**src/rtl/uart_autobaud_pkg.sv**
```systemverilog
// Shared UART definitions: autobaud FSM encoding, reset defaults and the sync character.
package uart_autobaud_pkg;

  typedef enum logic [2:0] {
    ST_IDLE       = 3'd0,
    ST_WAIT_HIGH  = 3'd1,
    ST_WAIT_START = 3'd2,
    ST_MEASURE    = 3'd3,
    ST_VERIFY     = 3'd4
  } state_t;

  typedef struct packed {
    state_t     state;
    logic [2:0] edge_cnt;
    logic       line_level;
    logic       line_rise;
    logic       line_fall;
  } dbg_t;

  localparam logic [7:0] UART_DEFAULT_DIVIDER = 8'd217;
  localparam int         UART_MIN_DIVIDER     = 4;
  localparam logic [7:0] UART_SYNC_CHAR       = 8'h55;
  localparam int         HIGH_SAMPLES         = 16;
  localparam int         CNT_W                = 11;
  localparam logic [CNT_W-1:0] CNT_MAX        = '1;

  // Falling edges inside the data bits of a character (start-bit edge excluded).
  function automatic int count_falls(input logic [7:0] c);
    int n;
    n = 0;
    for (int i = 1; i < 8; i++) begin
      if (c[i-1] && !c[i]) n++;
    end
    return n;
  endfunction

  localparam int SYNC_FALLS = count_falls(UART_SYNC_CHAR);

  // The measured span covers 8 bit times; divide by 8 with round-to-nearest.
  function automatic logic [11:0] round_div(input logic [11:0] span);
    return (span + 12'd4) >> 3;
  endfunction

endpackage

```
**src/rtl/uart_line_sync.sv**
```systemverilog
// Two-flop synchronizer for an asynchronous serial line plus edge detection on the synced level.
module uart_line_sync (
  input  logic clock_i,
  input  logic reset_i,
  input  logic serial_i,
  output logic level,
  output logic rise,
  output logic fall
);

  // [0],[1] form the synchronizer; [2] is the previous synchronized level.
  logic [2:0] sync_q;

  always_ff @(posedge clock_i or negedge reset_i) begin
    if (!reset_i) begin
      sync_q <= 3'b111;
    end else begin
      sync_q <= {sync_q[1:0], serial_i};
    end
  end

  assign level = sync_q[1];
  assign rise  = sync_q[1] & ~sync_q[2];
  assign fall  = ~sync_q[1] & sync_q[2];

endmodule

```
**src/rtl/uart_autobaud.sv**
```systemverilog
// Measures the bit period of a received 0x55 sync character and publishes it as a clock divider.
// Handshake: start_i is a one-cycle request honoured only while idle; done_o/error_o are one-cycle results.
module uart_autobaud
  import uart_autobaud_pkg::*;
#(
  parameter logic [7:0] DEFAULT_DIVIDER = UART_DEFAULT_DIVIDER,
  parameter int         MIN_DIVIDER     = UART_MIN_DIVIDER
) (
  input  logic       clock_i,
  input  logic       reset_i,
  input  logic       start_i,
  input  logic       serial_i,
  output logic [7:0] clock_divider_o,
  output logic       locked_o,
  output logic       busy_o,
  output logic       done_o,
  output logic       error_o,
  output dbg_t       debug_o
);

  localparam logic [11:0] MIN_DIV12 = 12'(MIN_DIVIDER);

  state_t           state_q, state_d;
  logic [CNT_W-1:0] cnt_q;
  logic [2:0]       edge_q;
  logic [4:0]       high_q;
  logic [7:0]       div_q;
  logic             line_level, line_rise, line_fall;
  logic             succeed, fail;

  logic [11:0] cnt_inc, meas_div, verify_len;
  logic        div_ok, last_fall, verify_at, high_done;

  uart_line_sync u_line_sync (
    .clock_i  (clock_i),
    .reset_i  (reset_i),
    .serial_i (serial_i),
    .level    (line_level),
    .rise     (line_rise),
    .fall     (line_fall)
  );

  // cnt_inc is the span including the current cycle, so it equals the start-edge-to-edge distance.
  assign cnt_inc    = {1'b0, cnt_q} + 12'd1;
  assign meas_div   = round_div(cnt_inc);
  assign div_ok     = (meas_div >= MIN_DIV12) && (meas_div <= 12'd255);
  assign last_fall  = line_fall && (edge_q == 3'(SYNC_FALLS - 1));
  assign verify_len = {4'b0, div_q} + {5'b0, div_q[7:1]};
  assign verify_at  = (cnt_inc == verify_len);
  assign high_done  = line_level && (high_q == 5'(HIGH_SAMPLES - 1));

  always_ff @(posedge clock_i or negedge reset_i) begin
    if (!reset_i) state_q <= ST_IDLE;
    else          state_q <= state_d;
  end

  always_comb begin
    state_d = state_q;
    unique case (state_q)
      ST_IDLE:       if (start_i) state_d = ST_WAIT_HIGH;
      ST_WAIT_HIGH:  if (high_done) state_d = ST_WAIT_START;
      ST_WAIT_START: if (line_fall) state_d = ST_MEASURE;
      ST_MEASURE: begin
        if (last_fall)             state_d = div_ok ? ST_VERIFY : ST_IDLE;
        else if (cnt_q == CNT_MAX) state_d = ST_IDLE;
      end
      ST_VERIFY:     if (verify_at) state_d = ST_IDLE;
      default:       state_d = ST_IDLE;
    endcase
  end

  always_comb begin
    succeed = 1'b0;
    fail    = 1'b0;
    case (state_q)
      ST_MEASURE: begin
        if (last_fall)             fail = !div_ok;
        else if (cnt_q == CNT_MAX) fail = 1'b1;
      end
      ST_VERIFY: begin
        if (verify_at) begin
          succeed = line_level;
          fail    = !line_level;
        end
      end
      default: ;
    endcase
  end

  assign busy_o  = (state_q != ST_IDLE);
  assign debug_o = {state_q, edge_q, line_level, line_rise, line_fall};

  // Counters are shared: cnt_q times the measurement, then the wait to mid stop bit.
  always_ff @(posedge clock_i or negedge reset_i) begin
    if (!reset_i) begin
      cnt_q           <= '0;
      edge_q          <= '0;
      high_q          <= '0;
      div_q           <= '0;
      clock_divider_o <= DEFAULT_DIVIDER;
      locked_o        <= 1'b0;
      done_o          <= 1'b0;
      error_o         <= 1'b0;
    end else begin
      done_o  <= succeed;
      error_o <= fail;
      if (succeed) begin
        clock_divider_o <= div_q;
        locked_o        <= 1'b1;
      end
      case (state_q)
        ST_IDLE:      high_q <= '0;
        ST_WAIT_HIGH: high_q <= line_level ? high_q + 5'd1 : 5'd0;
        ST_WAIT_START: begin
          if (line_fall) begin
            cnt_q  <= '0;
            edge_q <= '0;
          end
        end
        ST_MEASURE: begin
          cnt_q <= cnt_q + 11'd1;
          if (line_fall) edge_q <= edge_q + 3'd1;
          if (last_fall) begin
            div_q <= meas_div[7:0];
            cnt_q <= '0;
          end
        end
        ST_VERIFY:    cnt_q <= cnt_q + 11'd1;
        default: ;
      endcase
    end
  end

endmodule

```
**config.mk**
```make
export PLATFORM = sky130hd
export DESIGN_NAME = uart_autobaud
export DESIGN_NICKNAME = d
export VERILOG_FILES = /design/src/rtl/uart_autobaud_pkg.sv /design/src/rtl/uart_line_sync.sv /design/src/rtl/uart_autobaud.sv
export SDC_FILE = /design/constraint.sdc
export NUM_CORES = 1
export LEC_CHECK = 0
export CAP_MARGIN = 20
export CORE_ASPECT_RATIO = 0.5
export CORE_MARGIN = 2
export CORE_UTILIZATION = 50
export DETAILED_ROUTE_END_ITERATION = 8
export PLACE_DENSITY_LB_ADDON = 0.12
export SYNTH_ARGS = -nofsm -noshare
export SYNTH_HDL_FRONTEND = slang
export SYNTH_SLANG_ARGS = --single-unit
```
**constraint.sdc**
```tcl
create_clock -name clock_i -period 3.1 [get_ports clock_i]
set_input_delay 0.31 -clock clock_i [delete_from_list [all_inputs] [get_ports clock_i]]
set_output_delay 0.31 -clock clock_i [all_outputs]
set_load 0.01 [all_outputs]
```
==> flow_summary_export.csv, run 1 <==
group,metric,value,unit
status,status,"finished with violations",
status,failed_checks,"hold timing",
yosys,synthTopCellsByArea,"dfrtp_1 (31%), dfstp_2 (7.2%), ha_1 (6.0%)",
finish,stdcell_area,3410,um^2
routing,first_pass_iters,5,
pwr,pwr-share-comb,0.297,
finish,seqCellArea,1110,um^2
timing,setup_tns,0,ns
timing,hold_viol,18,
pwr,ir_drop,0.389,mV
floorplanning,core_area,5560,um^2
global_route,grt_pass1_wl,10.8,mm
timing,final-setup-viol-count,0,
finish,final_common_cell,"dfrtp_1",
critical_path,startpoint_type,"flop",
placed_design,gp_congestion,0.885,
timing,max_freq,352,MHz
timing,post-route-period-util,0.917,
placed_design,dpl-instance-area,3200,um^2
yosys,ys.flop_type,"dfrtp_1",
pwr,p_int,1250,uW
worst_hold_path,min_path_type,"primary input to async pin",
floorplanning,start_util,0.527,
yosys,async_flop_share,1.00,
finish,diodes,0,
routing,drc,0,
floorplanning,die_h,58.1,um
routing,vias_per_cell,5.92,
routing,wirelength,6.44,mm
yosys,yosysTopAreaCellShare,0.307,
finish,drive_gt1_frac,0.186,
yosys,ys_seq_area_frac,0.379,
finish,fin_nets,330,
pwr,power_frac_seq,0.386,
finish,final.fill_count,482,
clock_network,clk_path_buf_depth,2,
critical_path,crit_path_end_kind,"flop",
floorplanning,ioPinCount,25,
yosys,synth_edf_count,0,
floorplanning,die_area,6530,um^2
clock_network,postCtsHoldBufs,0,
clock_network,tritoncts,"built",
timing,rsz0062_at_grt,"no",
clock_network,clock-root-buffer,"clkbuf_16",
critical_path,cp_slowest_cell,"dfrtp_1",
critical_path,rrSetupSlack,0.26,ns
global_route,grt_max_degree,45,
yosys,synth_nets,309,
timing,slew_violations,0,
yosys,avgSynthCellArea,10.1,um^2
routing,wl_per_cell,16.7,um
floorplanning,die_w,112,um
pwr,swShare,0.336,
timing,period_needed,2.84,ns
yosys,yosys_warnings,0,
global_route,grt_pass1_vias,2262,
finish,syn2layout_area_growth,16.3,%
pwr,p_sw,630,uW
clock_network,clock_latency,0.28,ns
timing,finClkSkew,0.00457,ns
placed_design,dpl.hpwl,4.63,mm
yosys,syn-instance-count,290,
global_route,gr-total-overflow,0,
critical_path,crit_path_start,"cnt_q[1]",
placed_design,port_buffers,24,
critical_path,critPathArrivalTime,3.01,ns
timing,finalHoldWorstSlack,-0.00978,ns
routing,dr.first_iter.drc_count,141,
yosys,ys_ff_latch,44,
finish,multi_input_area,1720,um^2
yosys,synth_area,2930,um^2
pwr,powerDensity,550,nW/um^2
timing,slew_headroom,0.503,
critical_path,cp_cell_sequence,"ha_2 -> nand4_1 -> nor3_2 -> xnor2_1 -> nand3_1 -> nor3b_2 -> nand4_4 -> mux2_4",
critical_path,r2r_end,"clock_divider_o[2]",
global_route,antenna_found_initial,0,
clock_network,postCtsSetupRepairBufs,0,
routing,ant_nets,0,
yosys,synth_largest_area_cell,"dfrtp_1",
clock_network,htree_levels,2,
clock_network,numClockSinks,44,
critical_path,cp_max_fo,9,
clock_network,cts_buffers,5,
flow_run,max-cap-violations,0,
routing,num_vias,2279,
pwr,power.leakage,0.00150,uW
critical_path,criticalPathCategory,"flop to flop",
clock_network,path_clk_slew,0.06,ns
critical_path,max_stage_delay,0.43,ns
floorplanning,rows,19,
yosys,synthDistinctLibCells,57,
critical_path,cp.required,3.27,ns
pwr,pwr-share-clk,0.317,
global_route,grt_usage,0.209,
critical_path,rr_startpoint,"cnt_q[1]",
critical_path,reg2reg_depth,8,
finish,layout_common_cells,"dfrtp_1 (36), nand2_1 (31), o21ai_0 (27)",
timing,worst_slew_pin_slew,0.743,ns
==> power by group through the flow <==
stage,registers (uW),logic (uW),clock network (uW)
floorplan,712,371,0
global placement,731,534,0
global route,737,617,635
CTS,724,550,607
finish,725,557,594
detailed placement,734,543,0
==> Yosys cell counts (3+ instances only) <==
cell       n
and3_1     5
xor2_1     3
o22ai_1    3
mux2_2     4
nor2b_1    3
nor2_1    15
a21o_1     4
mux2_4     8
dfstp_2    8
buf_2      3
nand4_1    3
nand3_1    9
inv_1      8
xnor2_2    3
xnor2_1   18
a31oi_1    5
a21oi_1   10
dfrtp_1   36
xor2_2     3
clkbuf_1   6
nand2_1   31
nor3_1     3
a22o_1     4
and2_1     3
ha_1      14
nand2b_1   3
buf_4      6
o31ai_1    7
o21ai_0   27
==> metrics by stage <==
stage	setup slack [ns]	power [uW]	hold WS, ns	utilization	cells
2_1_floorplan	0.484	1080	0.0144	-	290
3_3_place_gp	0.218	1260	0.346	0.576	376
3_5_place_dp	0.113	1280	0.349	0.576	376
4_1_cts	0.0874	1880	0.228	0.605	384
5_1_grt	0.0400	1990	0.0231	0.613	385
6_report	0.257	1880	-0.00978	0.613	385
==> final cells by class <==
type / count / area share
timing repair buffer: 30 / 0.0859
inverter: 8 / 0.00881
sequential: 44 / 0.326
clock inverter: 2 / 0.0103
clock buffer: 6 / 0.0378
tap: 73 / 0.0268
multi-input combinational: 222 / 0.505
==> flip-flops by register name, summed over array words and instances (netlist names), 3 cells and up <==
name,flops
div_q,8
state_q,3
high_q,5
clock_divider_o,8
edge_q,3
cnt_q,11
u_line_sync.sync_q,3
==> cell families (layout without fill, tap and decap cells) <==
logic type	Yosys count	count (layout)	share of synthesized area
compound gates	74	74	0.165
xor+xnor	29	29	0.111
fa+ha+maj	15	15	0.0666
buf+inv	24	46	0.0423
flops	44	44	0.379
mux	12	12	0.0563
simple gates	92	92	0.180
==> layer usage <==
metal	share of wire	global-route usage	wire length, um	up-vias
met5	0	0	0	-
met2	0.45	0.333	2920	73
met4	0.0047	0.0662	30	0
met3	0.058	0.0502	376	4
met1	0.48	0.288	3120	1114
li1	-	-	-	1088
==> what timing repair did <==
action / in CTS / in global routing
endpoints found under the setup margin: 0 / 10
gates resized for setup: 0 / 5
hold endpoints to repair: 0 / 0
==> how the worst max path moves through the flow <==
stage / endpoint / slack (ns) / cells after the start
6_report: clock_divider_o[2] / 0.26 / 8
5_1_grt: clock_divider_o[2] / 0.04 / 9
4_1_cts: clock_divider_o[2] / 0.09 / 8
3_5_place_dp: clock_divider_o[2] / 0.11 / 8
3_3_place_gp: clock_divider_o[5] / 0.22 / 8
2_1_floorplan: clock_divider_o[1] / 0.48 / 9
==> critical path, delay by kind of cell, from the launching register on <==
family	cells	cell delay (ns)
multiplexers	1	0.37
AND/OR/NAND/NOR	5	1.36
adder cells (fa/ha/maj)	1	0.32
flip-flops	1	0.43
XOR/XNOR	1	0.24
(Power assumes the default switching activity.)
==> run 2, diff against run 1 <==
--- a/config.mk
+++ b/config.mk
@@ -9,6 +9,7 @@
 export CORE_ASPECT_RATIO = 0.5
 export CORE_MARGIN = 2
 export CORE_UTILIZATION = 50
+export CTS_CLUSTER_SIZE = 40
 export DETAILED_ROUTE_END_ITERATION = 8
 export PLACE_DENSITY_LB_ADDON = 0.12
 export SYNTH_ARGS = -nofsm -noshare
==> results of run 2 <==
The final DEF is identical to that of run 1; final timing and power are the same.
==> run 3, diff against run 2 <==
--- a/config.mk
+++ b/config.mk
@@ -11,6 +11,7 @@
 export CORE_UTILIZATION = 50
 export CTS_CLUSTER_SIZE = 40
 export DETAILED_ROUTE_END_ITERATION = 8
+export MAX_ROUTING_LAYER = met4
 export PLACE_DENSITY_LB_ADDON = 0.12
 export SYNTH_ARGS = -nofsm -noshare
 export SYNTH_HDL_FRONTEND = slang
==> flow_summary_export.csv, run 3 (same netlist as run 1, synthesis figures left out) <==
group,metric,value,unit
finish,final_common_cell,"dfrtp_1",
routing,ant_nets,0,
critical_path,cp_max_fo,9,
finish,diodes,0,
timing,max_freq,348,MHz
floorplanning,start_util,0.527,
placed_design,dpl.hpwl,4.68,mm
timing,period_needed,2.87,ns
critical_path,crit_buf_inv,0,
timing,slew_violations,0,
routing,first_pass_iters,4,
finish,regMostFlops,"cnt_q",
placed_design,port_buffers,24,
pwr,ir_drop,0.368,mV
timing,slew_headroom,0.511,
global_route,grt_pass1_wl,10.9,mm
timing,setup_tns,0,ns
critical_path,max_stage_delay,0.62,ns
global_route,grt_max_degree,45,
timing,rsz0062_at_grt,"no",
clock_network,clock-root-buffer,"clkbuf_16",
finish,fin_nets,331,
finish,final.fill_count,479,
timing,hold_viol,0,
flow_run,max-cap-violations,0,
global_route,gr-total-overflow,0,
routing,vias_per_cell,5.91,
floorplanning,die_area,6530,um^2
finish,multi_input_area,1710,um^2
finish,stdcell_area,3410,um^2
critical_path,cp.required,3.28,ns
clock_network,clock_latency,0.29,ns
placed_design,gp_congestion,0.895,
floorplanning,die_w,112,um
critical_path,critPathArrivalTime,3.05,ns
clock_network,clk_path_buf_depth,2,
finish,syn2layout_area_growth,16.4,%
timing,post-route-period-util,0.927,
floorplanning,die_h,58.1,um
finish,finalNonFillerCells,386,
routing,wirelength,6.40,mm
finish,largest_register_ffs,11,
clock_network,numClockSinks,44,
placed_design,dpl-instance-area,3200,um^2
global_route,antenna_found_initial,0,
finish,layout_common_cells,"dfrtp_1 (36), nand2_1 (31), o21ai_0 (27)",
critical_path,cp_slowest_cell,"o311ai_1",
pwr,power,1890,uW
critical_path,crit_path_end_kind,"flop",
timing,worst_slew_pin_slew,0.732,ns
status,status,"finished, final reports clean",
floorplanning,rows,19,
placed_design,post-place-cells,376,
floorplanning,ioPinCount,25,
clock_network,cts_buffers,5,
routing,dr.first_iter.drc_count,192,
pwr,power.leakage,0.00151,uW
routing,drc,0,
routing,wl_per_cell,16.6,um
critical_path,startpoint_type,"flop",
critical_path,criticalPathCategory,"flop to flop",
finish,largestRegisters,"cnt_q (11), clock_divider_o (8), div_q (8)",
timing,final-setup-viol-count,0,
finish,drive_gt1_frac,0.182,
finish,seqCellArea,1110,um^2
clock_network,tritoncts,"built",
clock_network,postCtsSetupRepairBufs,0,
critical_path,cp_top_family,"compound AO/OA/AOI/OAI gates",
timing,finClkSkew,0.00808,ns
worst_hold_path,min_path_type,"flop to flop",
clock_network,htree_levels,2,
floorplanning,core_area,5560,um^2
pwr,powerDensity,554,nW/um^2
global_route,grt_usage,0.221,
critical_path,cp_cell_sequence,"ha_1 -> a21oi_1 -> o21ba_1 -> o311ai_1 -> nor3_1 -> a311oi_1 -> o31ai_2 -> a22o_1",
global_route,grt_pass1_vias,2227,
clock_network,path_clk_slew,0.06,ns
routing,num_vias,2281,
## run 3: area by class of cell
type / count / area share
Clock buffer: 5 / 0.0367
Clock inverter: 3 / 0.0125
Inverter: 8 / 0.00880
Multi-Input combinational cell: 222 / 0.501
Sequential cell: 44 / 0.326
Tap cell: 73 / 0.0268
Timing Repair Buffer: 31 / 0.0887
## run 3: through the flow
step	utilization	setup slack [ns]	hold slack (ns)
3_3_place_gp	0.576	0.246	0.348
4_1_cts	0.606	0.128	0.215
5_1_grt	0.614	0.00450	0.368
2_1_floorplan	-	0.484	0.0144
6_report	0.614	0.227	0.363
3_5_place_dp	0.576	0.146	0.355
## run 3: path summary, 6_finish.rpt
| check | start | end | slack (ns) | cells after the start |
|---|---|---|---|---|
| hold / removal | u_line_sync.sync_q[0] | u_line_sync.sync_q[1] | 0.36 | 0 |
| setup reg to reg | cnt_q[1] | error_o | 0.23 | 8 |
| min in group asynchronous | reset_i | div_q[0] | 0.46 | 2 |
| setup / recovery | cnt_q[1] | error_o | 0.23 | 8 |
| hold reg to reg | u_line_sync.sync_q[0] | u_line_sync.sync_q[1] | 0.36 | 0 |
| max in group asynchronous | reset_i | u_line_sync.sync_q[2] | 2.09 | 3 |
## run 3: metal layers
metal	up-vias	track usage	part of all wire	routed length, um
met2	72	0.324	0.44	2820
met5	-	-	0	0
li1	1086	-	-	-
met3	17	0.0649	0.060	384
met4	0	0.0662	0.015	93
met1	1106	0.300	0.48	3100
## run 3: worst reg2reg max path: stages (launching register included)
cell and delay [ns]:
dfrtp_1 0.43, ha_1 0.37, a21oi_1 0.13, o21ba_1 0.22, o311ai_1 0.62, nor3_1 0.18
a311oi_1 0.41, o31ai_2 0.16, a22o_1 0.23
## run 3: timing repair
action | in CTS | in global routing
gates resized for setup | 0 | 3
setup endpoints to repair | 0 | 10
hold endpoints to repair | 0 | 12
hold buffers | 0 | 1
## run 3: power breakdown
group	internal (uW)	switching, uW	leakage, uW	total (uW)
sequential	633	93.7	0.000577	727
clock	379	233	0.0000798	612
combinational	229	322	0.000854	551
